==> src/rtl/fetch_unit_pkg.sv <==
// Shared types and defaults for the instruction fetch unit.
// Holds the FSM state encoding, next-pc select encoding, reset defaults
// and the payload struct for the instruction handed to decode.
package fetch_unit_pkg;

  localparam int unsigned XLEN     = 32;
  localparam int unsigned OPCODE_W = 7;
  localparam int unsigned FUNCT3_W = 3;

  localparam logic [XLEN-1:0] RESET_PC_DEFAULT = 32'h8000_0000;
  localparam logic [XLEN-1:0] NOP_INST_DEFAULT = 32'h0000_0013;

  // Fetch FSM states
  typedef enum logic [1:0] {
    ST_IDLE = 2'd0,
    ST_REQ  = 2'd1,
    ST_WAIT = 2'd2,
    ST_HOLD = 2'd3
  } fetch_state_e;

  // Next-pc source
  typedef enum logic [1:0] {
    PC_SEL_HOLD     = 2'd0,
    PC_SEL_INC      = 2'd1,
    PC_SEL_REDIRECT = 2'd2
  } pc_sel_e;

  // Instruction payload presented to decode
  typedef struct packed {
    logic [XLEN-1:0] word;
    logic [XLEN-1:0] pc;
    logic            fault;
  } fetch_inst_t;

endpackage : fetch_unit_pkg

==> src/rtl/fetch_pc_gen.sv <==
// Next-pc selection for the fetch unit.
// Ports:
//   pc_cur      current pc register value
//   pc_sel      hold / increment / redirect
//   redirect_pc redirect target (low two bits ignored, word aligned)
//   pc_next_c   combinational next pc
module fetch_pc_gen
  import fetch_unit_pkg::*;
(
  input  logic [XLEN-1:0] pc_cur,
  input  pc_sel_e         pc_sel,
  input  logic [XLEN-1:0] redirect_pc,
  output logic [XLEN-1:0] pc_next_c
);

  // pc+4 wraps naturally at 2^32; redirect targets are forced word aligned
  always_comb begin
    pc_next_c = pc_cur;
    case (pc_sel)
      PC_SEL_INC:      pc_next_c = pc_cur + XLEN'(4);
      PC_SEL_REDIRECT: pc_next_c = redirect_pc & ~XLEN'(3);
      default:         pc_next_c = pc_cur;
    endcase
  end

endmodule : fetch_pc_gen

==> src/rtl/fetch_unit.sv <==
// Single-outstanding instruction fetch unit.
// Issues one word read at a time, holds the returned instruction until
// decode takes it, and handles redirects from execute by discarding any
// in-flight response that belongs to the old path.
// Ports:
//   clk, rst_n                        clock, async active-low reset
//   req_valid/req_ready/req_addr      instruction-memory request
//   rsp_valid/rsp_data/rsp_err        instruction-memory response
//   redirect_valid/redirect_pc        taken branch/jump from execute
//   inst_valid/inst_ready/inst/inst_pc/inst_fault   decode handshake
//   opcode/funct3/funct7              slices of the held instruction
module fetch_unit
  import fetch_unit_pkg::*;
#(
  parameter logic [31:0] RESET_PC = RESET_PC_DEFAULT,
  parameter logic [31:0] NOP_INST = NOP_INST_DEFAULT
) (
  input  logic                clk,
  input  logic                rst_n,
  output logic                req_valid,
  input  logic                req_ready,
  output logic [XLEN-1:0]     req_addr,
  input  logic                rsp_valid,
  input  logic [XLEN-1:0]     rsp_data,
  input  logic                rsp_err,
  input  logic                redirect_valid,
  input  logic [XLEN-1:0]     redirect_pc,
  output logic                inst_valid,
  input  logic                inst_ready,
  output logic [XLEN-1:0]     inst,
  output logic [XLEN-1:0]     inst_pc,
  output logic [OPCODE_W-1:0] opcode,
  output logic [FUNCT3_W-1:0] funct3,
  output logic                funct7,
  output logic                inst_fault
);

  localparam fetch_inst_t INST_RESET = '{word: NOP_INST, pc: RESET_PC, fault: 1'b0};

  fetch_state_e    state_q, state_d;
  logic [XLEN-1:0] pc_q, pc_d;
  logic            drop_q, drop_d;
  logic            req_valid_q, req_valid_d;
  logic            inst_valid_q, inst_valid_d;
  fetch_inst_t     inst_q, inst_d;
  pc_sel_e         pc_sel;

  fetch_pc_gen u_pc_gen (
    .pc_cur      (pc_q),
    .pc_sel      (pc_sel),
    .redirect_pc (redirect_pc),
    .pc_next_c   (pc_d)
  );

  // Next-state, drop tracking, instruction capture and pc source
  always_comb begin
    state_d = state_q;
    drop_d  = drop_q;
    inst_d  = inst_q;
    pc_sel  = PC_SEL_HOLD;

    // Redirect wins over every other pc update outside IDLE
    if (redirect_valid && (state_q != ST_IDLE)) begin
      pc_sel = PC_SEL_REDIRECT;
    end

    case (state_q)
      ST_IDLE: begin
        state_d = ST_REQ;
      end
      ST_REQ: begin
        if (req_ready) begin
          state_d = ST_WAIT;
          // Request just issued targets the old path if a redirect lands now
          drop_d  = redirect_valid;
        end
      end
      ST_WAIT: begin
        if (rsp_valid) begin
          drop_d  = 1'b0;
          state_d = ST_REQ;
          if (!drop_q && !redirect_valid) begin
            inst_d.word  = rsp_err ? NOP_INST : rsp_data;
            inst_d.pc    = pc_q;
            inst_d.fault = rsp_err;
            state_d      = ST_HOLD;
          end
        end else if (redirect_valid) begin
          drop_d = 1'b1;
        end
      end
      ST_HOLD: begin
        if (redirect_valid) begin
          state_d = ST_REQ;
        end else if (inst_ready) begin
          state_d = ST_REQ;
          pc_sel  = PC_SEL_INC;
        end
      end
      default: begin
        state_d = ST_IDLE;
      end
    endcase

    // Handshake outputs are registered views of the next state
    req_valid_d  = (state_d == ST_REQ);
    inst_valid_d = (state_d == ST_HOLD);
  end

  // State and output registers
  always_ff @(posedge clk or negedge rst_n) begin
    if (!rst_n) begin
      state_q      <= ST_IDLE;
      pc_q         <= RESET_PC;
      drop_q       <= 1'b0;
      req_valid_q  <= 1'b0;
      inst_valid_q <= 1'b0;
      inst_q       <= INST_RESET;
    end else begin
      state_q      <= state_d;
      pc_q         <= pc_d;
      drop_q       <= drop_d;
      req_valid_q  <= req_valid_d;
      inst_valid_q <= inst_valid_d;
      inst_q       <= inst_d;
    end
  end

  assign req_valid  = req_valid_q;
  assign req_addr   = pc_q;
  assign inst_valid = inst_valid_q;
  assign inst       = inst_q.word;
  assign inst_pc    = inst_q.pc;
  assign inst_fault = inst_q.fault;

  // Decode fields straight off the held instruction
  assign opcode = inst_q.word[6:0];
  assign funct3 = inst_q.word[14:12];
  assign funct7 = inst_q.word[30];

endmodule : fetch_unit
==> config.mk <==
export PLATFORM = sky130hd
export DESIGN_NAME = fetch_unit
export DESIGN_NICKNAME = d
export VERILOG_FILES = /design/src/rtl/fetch_unit_pkg.sv /design/src/rtl/fetch_pc_gen.sv /design/src/rtl/fetch_unit.sv
export SDC_FILE = /design/constraint.sdc
export NUM_CORES = 1
export LEC_CHECK = 0
export BUFFER_PORTS_ARGS = -buffer_cell sky130_fd_sc_hd__buf_2
export CAP_MARGIN = 15
export CORE_ASPECT_RATIO = 1.25
export CORE_MARGIN = 2
export CORE_UTILIZATION = 52
export CTS_BUF_LIST = sky130_fd_sc_hd__clkbuf_8
export DETAILED_ROUTE_END_ITERATION = 16
export HOLD_SLACK_MARGIN = 0.08
export PLACE_DENSITY_LB_ADDON = 0.2
export SYNTH_ARGS = -nofsm -noshare
export SYNTH_HDL_FRONTEND = slang
export SYNTH_HIERARCHICAL = 1
export SYNTH_SLANG_ARGS = --single-unit
==> constraint.sdc <==
create_clock -name clk -period 2.81 [get_ports clk]
set_input_delay 0.4215 -clock clk [delete_from_list [all_inputs] [get_ports clk]]
set_output_delay 0.4215 -clock clk [all_outputs]
set_load 0.01 [all_outputs]
# Yosys cells after proc, flatten, opt, wreduce, memory -nomap -nowiden
# Index checks and enable logic that the tools add are counted.
[totals]
ff_bits = 102
in_bits = 71
output_inout_bits = 110
elab_cells = 44
[op_classes]
n_addsub = 1
eq_ne = 9
mux = 16
n_reduce_logical = 10
[ops]
columns = ["cell", "count"]
rows = [
  ["case mux 32 bit (2 select lines)", 1],
  ["adder 32 x 3 -> 32 bit, second input constant", 1],
  ["2-to-1 mux 32 bit", 1],
  ["2-to-1 mux 2 bit", 9],
  ["== test 2 bit, second input constant", 4],
  ["case mux 2 bit (4 select lines)", 1],
  ["== test 2 x 1 -> 1 bit, second input constant", 3],
  ["AND reduction 3 bit", 2],
  ["nonzero test 2 bit", 3],
  ["2-to-1 mux 1 bit", 3],
  ["inequality test 3 bit, second input constant", 1],
  ["logical AND 1 bit", 2],
  ["logical NOT 1 bit", 2],
  ["logical NOT 2 bit", 1],
  ["inequality test 2 bit, second input constant", 1],
  ["case mux 1 bit (2 select lines)", 1],
]

# Depth between registers and ports, before layout
# Gate-level depths: netlist of the first run.
[logic_depth]
depth_word = 8
ltp_mapped = 10
depth_no_buf = 8

# Hierarchy
# The synthesis of the first run kept the hierarchy.
[modules_own_cells]
columns = ["module", "n_inst", "cells_per_inst", "area_each_um2", "seq_area_each_um2"]
rows = [
  ["fetch_unit", 1, 240, 4000.1, 2558.7],
  ["fetch_pc_gen", 1, 212, 1335.0, 0.0],
]

# Worst setup path after synthesis of the first run
# Ideal clock, no wire load.
[synth_timing]
path_kind = "input port to flip-flop"
start = "input port redirect_valid"
end = "register pc_q[11] (netlist: req_addr[11])"
setup_time_ns = 0.143
arrival_ns = 2.179
t_required_ns = 2.667
setup_slack_ns = 0.488
cell_stages = 9
path_buffers = 4
path_cell_list = "nor2b_1 > buf_2 > and3_1 > inv_1 > ha_1 > clkbuf_1 > buf_1 > clkbuf_1 > o221ai_1"
[synth_between]
elab_cells_between_ends = 9
cone_classes = "eq/ne (2); mux (5); reduce/logical (2)"
[synth_lines]
columns = ["element", "line", "source"]
rows = [
  ["start: declaration", "fetch_unit.sv:26", "input logic redirect_valid,"],
  ["2-to-1 mux 2 bit *", "fetch_unit.sv:93", "if (redirect_valid) begin"],
  ["2-to-1 mux 2 bit *", "fetch_unit.sv:67", "case (state_q)"],
  ["net pc_sel[0]", "fetch_unit.sv:46", "pc_sel_e pc_sel;"],
  ["== test 2 bit / == test 2 x 1 -> 1 bit (equally long branches)", "fetch_pc_gen.sv:19", "case (pc_sel)"],
  ["case mux 32 bit (2 select lines) *", "fetch_pc_gen.sv:19", ""],
  ["net pc_d[11]", "fetch_unit.sv:41", "logic [XLEN-1:0] pc_q, pc_d;"],
  ["end signal: assignment", "fetch_unit.sv:121", "pc_q <= pc_d;"],
  ["end: declaration", "fetch_unit.sv:41", ""],
]
# The timed path passes the listed nets; every way through them passes the cells marked *.
# A chain may end at the register's enable or synchronous reset.

# Final worst setup path of the first run
[layout_timing]
start = "register state_q[1]"
end = "register pc_q[18] (netlist: req_addr[18])"
[layout_between]
elab_cells_between_ends = 11
cone_classes = "eq/ne (3); mux (5); reduce/logical (3)"
[layout_lines]
columns = ["element", "line", "source"]
rows = [
  ["start: declaration", "fetch_unit.sv:40", "fetch_state_e state_q, state_d;"],
  ["start signal: assignment", "fetch_unit.sv:120", "state_q <= state_d;"],
  ["== test 2 bit *", "fetch_unit.sv:67", ""],
  ["2-to-1 mux 2 bit *", "fetch_unit.sv:67", ""],
  ["net pc_sel[0]", "fetch_unit.sv:46", ""],
  ["== test 2 bit / == test 2 x 1 -> 1 bit (equally long branches)", "fetch_pc_gen.sv:19", ""],
  ["case mux 32 bit (2 select lines) *", "fetch_pc_gen.sv:19", ""],
  ["net pc_d[18]", "fetch_unit.sv:41", ""],
]
# Marks and branches as above.

==> results of run 1 <==
## metal layers
metal | wire, um | global-route usage | vias to the layer above
li1 | - | - | 1910
met4 | 221 | 0.0947 | 0
met3 | 920 | 0.0384 | 17
met2 | 5940 | 0.354 | 173
met5 | 0 | 0 | -
met1 | 5310 | 0.303 | 1944
## layout by cell type, fill, tap and decap left out, types with 3 or more instances in the layout
master / count
a21oi_1: 15
a222oi_1: 4
a22oi_1: 15
a31oi_1: 3
and3_1: 6
and4_1: 5
buf_2: 177
buf_4: 9
clkbuf_8: 12
dfrtp_1: 97
dfstp_2: 5
inv_1: 18
mux2_2: 5
mux2_4: 60
mux2i_1: 16
nand2_1: 22
nand3_1: 5
nand4_1: 4
nor2_1: 31
nor2b_1: 33
nor3_1: 6
o21a_1: 5
o21ai_0: 13
o21ai_1: 8
o22ai_1: 5
o31a_1: 5
## tightest hold or removal path, cell delays in order
cell	delay, ns
buf_2	0.07
a22oi_1	0.05
o21ai_0	0.07
## flip-flops by register name (all words and copies together), names as in the netlist
| register | cells |
|---|---|
| req_valid | 1 |
| inst_valid | 1 |
| req_addr | 32 |
| drop_q | 1 |
| inst | 32 |
| inst_fault | 1 |
| state_q | 2 |
| inst_pc | 32 |
## power by group through the flow
stage | sequential, mW | clock, mW | combinational (mW)
after floorplan | 2.66 | 0 | 1.23
after global placement | 2.53 | 0 | 2.12
after detailed placement | 2.57 | 0 | 2.16
after CTS | 2.55 | 0.915 | 2.17
after global routing | 2.65 | 0.976 | 2.37
final | 2.54 | 0.882 | 2.16
## kinds of logic after synthesis
group | synth area share
multiplexers | 0.212
flip-flops | 0.480
AO/OA/AOI/OAI | 0.0962
AND/OR/NAND/NOR | 0.147
adder cells (fa/ha/maj) | 0.00704
buffers and inverters | 0.0586
## layout make-up
class / instances / area [um^2]
multi-input combinational: 293 / 2470
timing repair buffer: 189 / 1000
inverter: 17 / 63.8
clock inverter: 4 / 21.3
sequential: 102 / 2560
clock buffer: 12 / 165
tap: 129 / 161
fill: 822 / 3610
## metrics by stage
stage / area (um^2) / utilization / power, mW / instances
after floorplan: 5340 / - / 3.89 / 452
after global placement: 6240 / 0.621 / 4.65 / 729
after detailed placement: 6240 / 0.621 / 4.74 / 729
after CTS: 6440 / 0.640 / 5.63 / 746
after global routing: 6440 / 0.640 / 6.00 / 746
final: 6440 / 0.640 / 5.59 / 746
## worst min-delay path by stage
stage / start / endpoint / slack (ns) / depth (start not counted)
after floorplan: rst_n / drop_q / 0.13 / 0
after global placement: rst_n / inst[30] / 0.39 / 1
after detailed placement: rst_n / inst[30] / 0.40 / 1
after CTS: redirect_pc[22] / req_addr[22] / 0.26 / 3
after global routing: redirect_pc[25] / req_addr[25] / 0.27 / 3
final: redirect_pc[20] / req_addr[20] / 0.28 / 3
==> flow_summary.json, run 1 <==
{
  "track_usage": 0.223,
  "antenna_found_initial": 0,
  "avgRoutedWirePerCell_um": 16.6,
  "cp_slowest_cell": "ha_2",
  "grt_pass1_vias": 3813,
  "slew_headroom": 0.616,
  "synth-async-reset-ratio": 1.00,
  "switching_share": 0.381,
  "clkLatencyLatePin_ns": 0.37,
  "drv_slew": 0,
  "ios": 181,
  "vias": 4044,
  "synth_area_per_cell_um2": 11.8,
  "setup_viol": 0,
  "r2r_end": "req_addr[18]",
  "finalCritPeriodShare": 0.827,
  "fp.dieArea_mm2": 0.0111,
  "rows": 41,
  "max-vdd-ir-drop_mv": 0.465,
  "crit_path_cell_trace": "nor2b_1, and3_1, inv_1, ha_2, nor2b_1, buf_4, a222oi_1, inv_1",
  "floorplan.initialDensity": 0.531,
  "synth.most_common_cell": "dfrtp_1",
  "min_period_ns": 2.33,
  "hold_path_class": "input port to flip-flop",
  "syn_area_mm2": 0.00534,
  "cts_tree": "yes",
  "cp_max_fo": 21,
  "critPathCaptureType": "flip-flop",
  "timing.fmax_mhz": 430,
  "cts_made_buffers": 9,
  "cp-start-kind": "flip-flop",
  "finalNetCount": 686,
  "crit_cells": 8,
  "worstRegToRegCells": 8,
  "ys_ff_latch": 102,
  "worst_slew_pin_slew_ns": 0.576,
  "grt_max_degree": 48,
  "chipWidth_um": 94.6,
  "whs_ns": 0.275,
  "drc": 0,
  "r2r_slack_ns": 0.48,
  "die_y_um": 117,
  "grt_setup_unrepaired": "false",
  "pwr-share-seq": 0.455,
  "synth_top_area_cell": "dfrtp_1",
  "postRouteAntennaNets": 0,
  "post_cts_buffers": 0,
  "hold_viol": 0,
  "setup_tns_ns": 0,
  "core_mm2": 0.0101,
  "cts_sinks": 102,
  "diodes": 0,
  "outcome": "completed",
  "cts-root-buf": "clkbuf_8",
  "dp_slack_ns": 0.487,
  "synth_warnings": 6,
  "cp_top_family": "adder cells",
  "overflow": 0,
  "comb_power_share": 0.387,
  "worst_r2r_startpoint": "state_q[1]",
  "path_clk_slew_ns": 0.10,
  "cts_max_level": 3,
  "worst-path-buf-inv": 3,
  "cp-endpoint": "req_addr[18]",
  "yosys.cell_types.count": 48,
  "powerDensity_mw_per_mm2": 867,
  "numPortBuffers": 178,
  "drtIter0Drc": 208,
  "p_leak_nw": 3.49,
  "synth-edff-count": 0,
  "clockPowerShare": 0.158,
  "synth_nets": 526,
  "synthTopCellsByCount": "dfrtp_1, mux2_4, nor2b_1, nor2_1, nand2_1",
  "cts_hold_buf": 1,
  "crit_type": "flip-flop to flip-flop",
  "drive_gt1_frac": 0.465,
  "dpl.hpwl_mm": 8.70,
  "worstPathRequired_ns": 3.06,
  "first_pass_iters": 5,
  "switching_power_mw": 2.13,
  "slowest_delay_ns": 0.56,
  "gp_congestion": 0.802,
  "ys.flop_type": "dfrtp_1",
  "arrival_ns": 2.57,
  "viasPerCell": 5.42,
  "fin_skew_ns": 0.0102,
  "totalWireLength_mm": 12.4,
  "startpoint": "state_q[1]",
  "maxCapViolCount": 0,
  "cts_buffer_depth": 2,
  "synth.area.top_cells": "dfrtp_1, mux2_4, nor2b_1",
  "area_growth_syn_to_layout_pct": 20.7,
  "intPower_mw": 3.46,
  "grt_pass1_wl_mm": 19.3,
  "cts-resized-gates": 0,
  "setup_slack_ns": 0.485,
  "synth_top_area_frac": 0.455,
  "ys_seq_area_frac": 0.480,
  "syn_inst": 452
}
Note: power is estimated with default switching activity, not from simulation.
==> run 2, diff against run 1 <==
CORE_UTILIZATION = 47   (was 52)
clock period = 2.12 ns   (was 2.81 ns; I/O delays follow)
==> run 2 against run 1 <==
Non-clock buffer count grew 14. Global-route usage shrank 1.5 points. Routed wire length grew 1.1%. Via count grew 0.67%. Largest cell class unchanged.
==> flow_summary.json, run 2 (synthesis results as in run 1) <==
{
  "worst_r2r_startpoint": "req_addr[8]",
  "slowest_delay_ns": 0.46,
  "total_power_mw": 7.47,
  "startpoint": "req_addr[8]",
  "antenna_found_initial": 0,
  "drv_slew": 0,
  "finalNetCount": 700,
  "p_leak_nw": 3.57,
  "outcome": "completed",
  "setup_slack_ns": 0.118,
  "dpl.hpwl_mm": 9.06,
  "track_usage": 0.207,
  "grt_setup_unrepaired": "false",
  "timing.fmax_mhz": 500,
  "arrival_ns": 2.25,
  "vias": 4071,
  "crit_path_cell_trace": "and3_1, and4_1, mux2_2, a222oi_1, inv_1",
  "grt_max_degree": 38,
  "worstHoldStart": "redirect_pc[18]",
  "maxCapViolCount": 0,
  "slew_headroom": 0.604,
  "floorplan.initialDensity": 0.481,
  "first_pass_iters": 5,
  "worstPathRequired_ns": 2.36,
  "final_cell_mix": "buf_2, dfrtp_1, mux2_4",
  "path_clk_slew_ns": 0.09,
  "drive_gt1_frac": 0.477,
  "avgRoutedWirePerCell_um": 16.4,
  "cp_max_fo": 9,
  "grt_pass1_wl_mm": 20.2,
  "setup_viol": 0,
  "numPortBuffers": 178,
  "cts_max_level": 3,
  "crit_type": "flip-flop to flip-flop",
  "cp_slowest_cell": "dfrtp_1",
  "cp-start-kind": "flip-flop",
  "dp_slack_ns": 0.0236,
  "setup_tns_ns": 0,
  "chipWidth_um": 99.3,
  "cts_made_buffers": 9,
  "gp_congestion": 0.823,
  "fin_skew_ns": 0.0112,
  "fillers": 976,
  "cts_buffer_depth": 2,
  "clkLatencyLatePin_ns": 0.36,
  "worst_slew_pin_slew_ns": 0.594,
  "max-vdd-ir-drop_mv": 0.538,
  "cts_sinks": 102,
  "hold_path_class": "input port to flip-flop",
  "viasPerCell": 5.31,
  "area_growth_syn_to_layout_pct": 23.2,
  "core_mm2": 0.0111,
  "ios": 181,
  "drc": 0,
  "critPathCaptureType": "flip-flop",
  "worst-path-buf-inv": 1,
  "totalWireLength_mm": 12.5,
  "post_cts_buffers": 0,
  "diodes": 0,
  "postLayoutCoreUtil": 0.593,
  "drtIter0Drc": 114,
  "hold_viol": 0,
  "die_y_um": 123,
  "grt_pass1_vias": 3869,
  "cts_tree": "yes",
  "rows": 43,
  "cp_top_family": "simple AND/OR/NAND/NOR gates",
  "cts-root-buf": "clkbuf_8",
  "overflow": 0,
  "fp.dieArea_mm2": 0.0122,
  "layout.cells.most_common": "buf_2",
  "finalCritPeriodShare": 0.944,
  "powerDensity_mw_per_mm2": 1140,
  "min_period_ns": 2.00,
  "postRouteAntennaNets": 0
}
==> run 2: power by group <==
part	switching, mW	internal [mW]
Combinational	1.55	1.57
Sequential	0.638	2.62
Clock	0.647	0.446
==> run 2: layout make-up <==
class / count / area [um^2] / share of cell area
flip-flops and latches: 102 / 2560 / 0.389
multi-input cells: 293 / 2480 / 0.377
repair buffers: 203 / 1130 / 0.173
well taps: 135 / 169 / 0.0257
clock buffers: 10 / 138 / 0.0209
inverters: 17 / 63.8 / 0.00971
clock inverters: 6 / 30.0 / 0.00457
==> run 2: what timing repair did <==
item / CTS / global route
resized for setup: 0 / 3
endpoints found under the setup margin: 0 / 6
hold buffers: 1 / 0
hold endpoints to repair: 28 / 0
==> run 2: final timing paths <==
check / to / slack, ns / cells after the start
max reg2reg: req_addr[13] / 0.12 / 5
min reg2reg: inst_fault / 0.51 / 1
min in group asynchronous: req_valid / 0.44 / 2
max: req_addr[13] / 0.12 / 5
max in group asynchronous: inst_pc[31] / 1.01 / 3
min: req_addr[18] / 0.19 / 3
==> run 2: per-layer routing <==
layer	vias up	wire length, um	global-route usage
met5	-	0	0
met1	1991	5590	0.290
met3	13	711	0.0260
li1	1924	-	-
met2	143	6010	0.332
met4	0	223	0.0762
==> run 2: stage by stage <==
step | area [um^2] | hold slack, ns | std cells
after CTS | 6560 | 0.162 | 766
final | 6570 | 0.186 | 766
after detailed placement | 6380 | 0.288 | 749
after global placement | 6380 | 0.286 | 749
after floorplan | 5340 | 0.0224 | 452
after global routing | 6570 | 0.187 | 766
==> run 2: worst min-delay path, cell delays in order <==
cell and delay [ns]:
buf_2 0.08, a222oi_1 0.07, inv_1 0.05
==> run 3, diff against run 2 <==
ABC_AREA = 1   (was not set)
==> run 3 against run 2 <==
Clock skew is essentially flat. Synthesized cell count grew 62%. Critical path depth grew 3. Non-clock buffer count shrank 10. Final cell count grew 36%. Maximum frequency grew 11%. Count of clock-buffer cells in the layout is the same. Largest power group unchanged.
==> flow_summary.json, run 3 <==
{
  "outcome": "completed",
  "min_period_ns": 1.80,
  "floorplan.initialDensity": 0.484,
  "drv_slew": 0,
  "grt_pass1_wl_mm": 22.1,
  "ys.flop_type": "dfrtp_1",
  "hold_viol": 0,
  "core_mm2": 0.0112,
  "arrival_ns": 2.05,
  "viasPerCell": 4.90,
  "cts_max_level": 3,
  "maxCapViolCount": 0,
  "cpMostUsedCell": "inv_1",
  "setup_tns_ns": 0,
  "area_growth_syn_to_layout_pct": 20.7,
  "slew_headroom": 0.608,
  "first_pass_iters": 6,
  "fp.dieArea_mm2": 0.0124,
  "cp-start-kind": "flip-flop",
  "cts_buffer_depth": 2,
  "grt_pass1_vias": 4495,
  "worst_slew_pin_slew_ns": 0.588,
  "overflow": 0,
  "drc": 0,
  "crit_type": "flip-flop to flip-flop",
  "met2_usage": 0.389,
  "syn_inst": 733,
  "ios": 181,
  "gp_congestion": 0.874,
  "slowest_delay_ns": 0.41,
  "path_clk_slew_ns": 0.10,
  "syn_area_mm2": 0.00541,
  "cts-root-buf": "clkbuf_8",
  "cts_tree": "yes",
  "critPathCaptureType": "flip-flop",
  "cp_max_fo": 8,
  "grt_setup_unrepaired": "false",
  "rows": 43,
  "grtUsageMet3": 0.0410,
  "synth.area.top_cells": "dfrtp_1, nand2_1, nor2_1",
  "p_leak_nw": 3.73,
  "clkLatencyLatePin_ns": 0.36,
  "cts_made_buffers": 9,
  "vias": 5085,
  "top_usage_layer": "met2",
  "postRouteAntennaNets": 0,
  "timing.fmax_mhz": 554,
  "yosys.cell_types.count": 30,
  "layout.cells.most_common": "nand2_1",
  "ys_seq_area_frac": 0.473,
  "fin_skew_ns": 0.0111,
  "ys_ff_latch": 102,
  "synth_nets": 807,
  "hold_path_class": "input port to flip-flop",
  "numPortBuffers": 178,
  "setup_viol": 0,
  "synth.most_common_cell": "nand2_1",
  "synth_top_area_frac": 0.448,
  "finalCritPeriodShare": 0.851,
  "synthTopCellsByCount": "nand2_1, dfrtp_1, nor2_1, inv_1, a21oi_1",
  "antenna_found_initial": 0,
  "synth-edff-count": 0,
  "cp_top_family": "compound AO/OA/AOI/OAI gates",
  "avgRoutedWirePerCell_um": 13.5,
  "diodes": 0,
  "powerDensity_mw_per_mm2": 1200,
  "synth_area_per_cell_um2": 7.39,
  "cp_slowest_cell": "dfrtp_1",
  "totalWireLength_mm": 14.0,
  "dpl.hpwl_mm": 10.1,
  "grt_max_degree": 43,
  "synth-async-reset-ratio": 1.00,
  "final_cell_mix": "nand2_1, buf_2, dfrtp_1",
  "worstPathRequired_ns": 2.37,
  "max-vdd-ir-drop_mv": 0.493,
  "use_met1": 0.293,
  "post_cts_buffers": 0,
  "chipWidth_um": 100,
  "die_y_um": 124,
  "crit_path_cell_trace": "inv_1, a21oi_1, inv_1, ha_1, inv_1, nor2_1, a22oi_1, o21ai_1",
  "worst-path-buf-inv": 3,
  "drtIter0Drc": 245,
  "cts_sinks": 102,
  "finalNetCount": 972,
  "synth_warnings": 6,
  "track_usage": 0.225,
  "synth_top_area_cell": "dfrtp_1",
  "total_power_mw": 7.86,
  "drive_gt1_frac": 0.278
}
run 3: changes by cell type in the layout (fill, tap and decap cells not counted), moves of 16 or more:
cell	delta
nand3_1	+32
nand2_1	+261
nor2_1	+53
a21oi_1	+34
nor2b_1	-33
mux2i_1	-16
mux2_4	-60
inv_1	+50
run 3: per-layer routing:
metal,vias up,part of all wire
li1,2580,-
met4,0,0.0066
met5,-,0
met2,155,0.50
met3,6,0.048
met1,2344,0.45
run 3: final cells by class:
type / count / area (um^2)
timing repair buffer: 193 / 1050
clock inverter: 6 / 40.0
multi-input combinational: 520 / 2310
tap: 135 / 169
clock buffer: 10 / 138
sequential: 102 / 2560
fill: 1115 / 4650
inverter: 72 / 270
run 3: final timing paths:
kind                       slack, ns       startpoint  depth (start not counted)           end
max                             0.32       state_q[0]                          8  req_addr[17]
min                             0.21  redirect_pc[12]                          3  req_addr[12]
max reg2reg                     0.32       state_q[0]                          8  req_addr[17]
min reg2reg                     0.47      inst_pc[31]                          2   inst_pc[31]
max in group asynchronous       0.98            rst_n                          3   inst_pc[31]
min in group asynchronous       0.49            rst_n                          2      inst[23]
run 3: per-stage QoR:
stage	utilization	worst slack, ns	hold WS (ns)	cell area, um^2	std cells
4_1_cts	0.584	0.304	0.188	6540	1038
2_1_floorplan	-	0.439	0.0224	5410	733
5_1_grt	0.584	0.168	0.194	6540	1038
6_report	0.584	0.316	0.208	6540	1038
3_3_place_gp	0.567	0.288	0.343	6350	1021
3_5_place_dp	0.567	0.223	0.347	6350	1021
run 3: report_power, final:
| group | switching [mW] | total, mW | internal [mW] | leakage [nW] |
|---|---|---|---|---|
| sequential | 0.810 | 3.53 | 2.72 | 1.30 |
| combinational | 1.90 | 3.18 | 1.29 | 2.34 |
| clock | 0.680 | 1.14 | 0.458 | 0.0915 |
run 3: cells by family (layout without fill, tap and decap cells):
family,after synthesis,count (layout),share of synthesized area
AOI/OAI and AO/OA,74,74,0.0751
adders and majority gates,3,3,0.00693
and+or+nand+nor,443,443,0.345
DFF,102,102,0.473
buffers and inverters,111,281,0.101
run 3: worst register-to-register path: cells and delay by family, from the launching register on:
family,cells,cell delay (ns)
AO/OA/AOI/OAI,3,0.50
adder cells (fa/ha/maj),1,0.24
buffers and inverters,3,0.40
flip-flops,1,0.41
AND/OR/NAND/NOR,1,0.15
run 3: timing repair:
item	CTS	global route
endpoints found under the setup margin	0	0
gates resized for setup	0	0
endpoints found under the hold margin	37	0
hold buffers	1	0
